===== src/rtl/dly_sink_fifo.sv =====
// dly_sink_fifo
//   Credit-controlled sink buffer placed after a fixed-latency, non-stallable
//   delay chain. A credit is taken when the producer launches a word. It is
//   returned only when the consumer pops that word. Words still in the chain
//   therefore hold credits, so the FIFO cannot overflow.
//
// Ports
//   clk        clock, rising edge
//   rst        asynchronous active-high reset
//   issue_rdy  credit available (producer may launch this cycle)
//   issue_vld  producer launches a word into the delay chain
//   in_vld     a word exits the delay chain
//   in_data    data exiting the delay chain
//   out_vld    FIFO head valid
//   out_rdy    consumer accepts the head
//   out_data   FIFO head data
//   level      number of stored words
//   err        sticky flag: a word arrived with no word in flight
module dly_sink_fifo #(
  parameter int width = 1,
  parameter int depth = 4
) (
  input  logic                         clk,
  input  logic                         rst,
  output logic                         issue_rdy,
  input  logic                         issue_vld,
  input  logic                         in_vld,
  input  logic [width-1:0]             in_data,
  output logic                         out_vld,
  input  logic                         out_rdy,
  output logic [width-1:0]             out_data,
  output logic [$clog2(depth+1)-1:0]   level,
  output logic                         err
);

  localparam int lw = $clog2(depth+1);
  localparam int pw = $clog2(depth);

  logic [lw-1:0]    cred;
  logic [lw-1:0]    cnt;
  logic [pw-1:0]    wr_ptr;
  logic [pw-1:0]    rd_ptr;
  logic [width-1:0] mem [depth];

  logic issue_fire;
  logic pop;
  logic push;
  logic spurious;

  assign issue_rdy  = (cred < lw'(depth));
  assign out_vld    = (cnt != '0);
  assign out_data   = mem[rd_ptr];
  assign level      = cnt;

  assign issue_fire = issue_vld & issue_rdy;
  assign pop        = out_vld & out_rdy;
  // cred >= cnt always holds, so in-flight > 0 is simply cred > cnt.
  // The comparison uses pre-edge state. A same-cycle issue cannot cover
  // a same-cycle arrival.
  assign push       = in_vld & (cred > cnt);
  assign spurious   = in_vld & (cred == cnt);

  always_ff @(posedge clk or posedge rst) begin
    if (rst) begin
      cred   <= '0;
      cnt    <= '0;
      wr_ptr <= '0;
      rd_ptr <= '0;
      err    <= 1'b0;
    end else begin
      cred <= cred + lw'(issue_fire) - lw'(pop);
      cnt  <= cnt + lw'(push) - lw'(pop);
      if (push)
        wr_ptr <= wr_ptr + pw'(1);
      if (pop)
        rd_ptr <= rd_ptr + pw'(1);
      if (spurious)
        err <= 1'b1;
    end
  end

  // Storage is not reset. The head is don't-care while out_vld is low.
  always_ff @(posedge clk) begin
    if (push)
      mem[wr_ptr] <= in_data;
  end

endmodule


===== config.mk =====
export PLATFORM = sky130hd
export DESIGN_NAME = dly_sink_fifo
export DESIGN_NICKNAME = d
export VERILOG_FILES = /design/src/rtl/dly_sink_fifo.sv
export SDC_FILE = /design/constraint.sdc
export NUM_CORES = 1
export LEC_CHECK = 0
export CAP_MARGIN = 10
export CORE_UTILIZATION = 31
export CTS_CLUSTER_DIAMETER = 150
export DETAILED_ROUTE_END_ITERATION = 16
export PLACE_DENSITY_LB_ADDON = 0.3
export REMOVE_ABC_BUFFERS = 1
export SETUP_SLACK_MARGIN = 0.02
export SLEW_MARGIN = 20
export SYNTH_ARGS = -nofsm -noshare
export SYNTH_HDL_FRONTEND = slang
export SYNTH_SLANG_ARGS = --single-unit

===== constraint.sdc =====
create_clock -name clk -period 2.4 [get_ports clk]
set_clock_uncertainty 0.05 [all_clocks]
set_input_delay 0.72 -clock clk [delete_from_list [all_inputs] [get_ports clk]]
set_output_delay 0.72 -clock clk [all_outputs]
set_load 0.01 [all_outputs]

==> results.sh <==
export IMPL_wl_um=1290
export IMPL_required_ns=2.52
export IMPL_clock_latency_ns=0.29
export IMPL_path_buf_inv=3
export IMPL_grt_overflow=0
export IMPL_critPathMaxFanout=3
export IMPL_drtIter0Drc=5
export IMPL_worst_slack_ns=-0.00205
export IMPL_slew_headroom_pct=72.3
export IMPL_fin_tns_setup_ns=-0.00205
export IMPL_dp_cells=115
export IMPL_hold_class="reg -> reg"
export IMPL_p_int_uw=1040
export IMPL_powerDensity_nw_per_um2=1460
export IMPL_max_freq_ghz=0.416
export IMPL_violations="setup timing"
export IMPL_multi_input_comb_area_um2=430
export IMPL_synth_cell_type_count=18
export IMPL_ys_top_cells_by_area="dfrtp_1 (33%), ha_1 (17%), edfxtp_1 (14%)"
export IMPL_worstSetupPathType="reg -> reg"
export IMPL_endpoint_kind="flop"
export IMPL_dpl_cell_area_um2=1050
export IMPL_finish_utilization_pct=45.2
export IMPL_rsz0062_at_grt="true"
export IMPL_critical_path_cell_chain="ha_4, nand3b_1, a211oi_4, inv_1, ha_1, inv_1, ha_1, inv_1, fa_2, xnor2_2, xnor2_1"
export IMPL_path_common_cell="inv_1"
export IMPL_synth_area_leader_cell="dfrtp_1"
export IMPL_fin_nets=110
export IMPL_switching_share_pct=36.5
export IMPL_die_w_um=53.8
export IMPL_cp_arrival_ns=2.52
export IMPL_core_rowCount=18
export IMPL_switching_power_uw=600
export IMPL_p_clk_share_pct=8.7
export IMPL_avgSynthCellArea_um2=12.8
export IMPL_seq_area_um2=395
export IMPL_htreeDepth=1
export IMPL_cp_start_kind="flop"
export IMPL_detail_route_antenna_nets=0
export IMPL_cts_root_buf="clkbuf_4"
export IMPL_area_growth_pct=35.6
export IMPL_grt_pass1_wl_um=2100
export IMPL_die_area_um2=2900
export IMPL_nFillCells=235
export IMPL_hold_buffers=0
export IMPL_leakage_uw=0.000516
export IMPL_grt_usage_pct=10.5
export IMPL_worst_slew_pin_slew_ns=0.415
export IMPL_routedWlPerCell_um=10.8
export IMPL_yosysWarnings=0
export IMPL_tritoncts="done"
export IMPL_layout_cells_non_filler=120
export IMPL_finalHoldViolCount=0
export IMPL_cts_buffers=3
export IMPL_drc=0
export IMPL_critPathSlowestCell="dfrtp_1"
export IMPL_slowest_delay_ns=0.42
export IMPL_port_buffers=12
export IMPL_min_period_ns=2.40
export IMPL_diodes=0
export IMPL_ios=13
export IMPL_start_util_pct=33.3
export IMPL_fin_area_um2=1130
export IMPL_yosys_area_top_type_share_pct=33.0
export IMPL_period_share_pct=100
export IMPL_syn_area_um2=833
export IMPL_cts_sinks=15
export IMPL_pre_cts_ws_ns=-0.408
export IMPL_pwr_share_comb_pct=62.9
export IMPL_crit_family="adder cells"
export IMPL_setup_viol=1
export IMPL_viasPerCell=4.18
export IMPL_cts_clk_slew_worst_paths_ns=0.09
export IMPL_cap_violations=0
export IMPL_seq_area_frac_synth_pct=47.4
export IMPL_synth_seq_cells=15
export IMPL_clock_path_buffers=2
export IMPL_ir_worst_vdd_mv=0.713
export IMPL_drt_pre_antenna_iters=2
export IMPL_die_h_um=53.8
export IMPL_r2r_slack_ns=-0.002
export IMPL_core_um2=2500
export IMPL_dpl_hpwl_um=964
export IMPL_syn_instance_count=65
export IMPL_dr_total_vias=502
export IMPL_slew_viol_final=0
export IMPL_seq_power_share_pct=28.3
export IMPL_grt_pass1_vias=491
export IMPL_status="complete, but fails checks"
export IMPL_grt_max_degree=12
export IMPL_antenna_found_initial=0
export IMPL_final_layout_size_suffix_gt1_share_pct=34.4
export IMPL_gp_congestion=0.660
-- cells in the mapped netlist, drive strengths merged --
master / number
a211oi: 1
a21o: 1
a21oi: 1
and2: 4
and3: 1
dfrtp: 11
edfxtp: 4
fa: 2
ha: 11
inv: 15
mux2: 1
mux4: 1
nand2: 2
nand3b: 1
o31a: 1
or3: 1
xnor2: 6
xor2: 1
-- per-layer routing --
metal / GRT usage, % / vias to the layer above / share of wire [%]
li1: - / 254 / -
met1: 13.6 / 235 / 48
met2: 16.3 / 11 / 49
met3: 1.69 / 2 / 2.4
met4: 6.58 / 0 / 1.2
met5: 0 / - / 0
-- cell type report --
class	instances	area share, %
Multi-Input combinational cell	35	38.1
Sequential cell	15	35.0
Timing Repair Buffer	21	16.3
Inverter	15	4.98
Tap cell	30	3.32
Clock buffer	4	2.33
-- cell usage in the layout (no fill, tap or decap), drive strengths merged --
cell | netlist | routed
inv | 15 | 15
dfrtp | 11 | 11
ha | 11 | 11
clkdlybuf4s50 | 0 | 9
buf | 0 | 9
xnor2 | 6 | 6
and2 | 4 | 4
edfxtp | 4 | 4
clkbuf | 0 | 4
dlygate4sd2 | 0 | 3
nand2 | 2 | 2
fa | 2 | 2
o31a | 1 | 1
xor2 | 1 | 1
nand3b | 1 | 1
a21oi | 1 | 1
and3 | 1 | 1
a211oi | 1 | 1
mux4 | 1 | 1
or3 | 1 | 1
mux2 | 1 | 1
a21o | 1 | 1
-- timing repair --
| action | CTS | global route |
|---|---|---|
| pin swaps | 4 | 5 |
| gates cloned | 0 | 0 |
| setup endpoints to repair | 3 | 3 |
| setup buffers | 1 | 0 |
| resized for setup | 10 | 3 |
-- state kept, by name, indices dropped and copies added (netlist names) --
register,flops
mem,4
cred,3
level,3
rd_ptr,2
wr_ptr,2
err,1
-- power groups by stage --
stage	combinational [uW]	sequential (uW)	clock [uW]
floorplan	554	488	0
global placement	909	458	0
CTS	1000	468	152
global route	1160	481	161
detailed placement	923	465	0
finish	1040	466	144
-- worst register-to-register path: stages (launching register included) --
cell      delay (ns)
dfrtp_1         0.42
ha_4            0.30
nand3b_1        0.12
a211oi_4        0.24
inv_1           0.06
ha_1            0.26
inv_1           0.06
ha_1            0.13
inv_1           0.05
fa_2            0.34
xnor2_2         0.14
xnor2_1         0.12
-- stage by stage --
stage	hold slack [ns]	total power [uW]
2_1_floorplan	0.403	1040
3_3_place_gp	0.396	1370
3_5_place_dp	0.412	1390
4_1_cts	0.435	1620
5_1_grt	0.457	1810
6_report	0.437	1640
-- worst paths after layout --
path,from,to,depth (start not counted)
min reg2reg,err$_DFFE_PP0P_,err$_DFFE_PP0P_,1
min in group asynchronous,rst,wr_ptr[1]$_DFFE_PP0P_,2
min,err$_DFFE_PP0P_,err$_DFFE_PP0P_,1
max,cred[2]$_DFF_PP0_,level[2]$_DFF_PP0_,11
max reg2reg,cred[2]$_DFF_PP0_,level[2]$_DFF_PP0_,11
max in group asynchronous,rst,rd_ptr[1]$_DFFE_PP0P_,2
-- kinds of logic (layout without fill, tap and decap cells) --
logic type,Yosys count,in the layout,synth area share [%]
and+or+nand+nor,9,9,7.51
adders and majority gates,13,13,21.3
muxes,2,2,4.50
buffers and inverters,15,40,6.76
DFF,15,15,47.4
xor gates and xnor gates,7,7,7.36
AOI/OAI and AO/OA,4,4,5.11
Note: power is estimated with default switching activity, not from simulation.
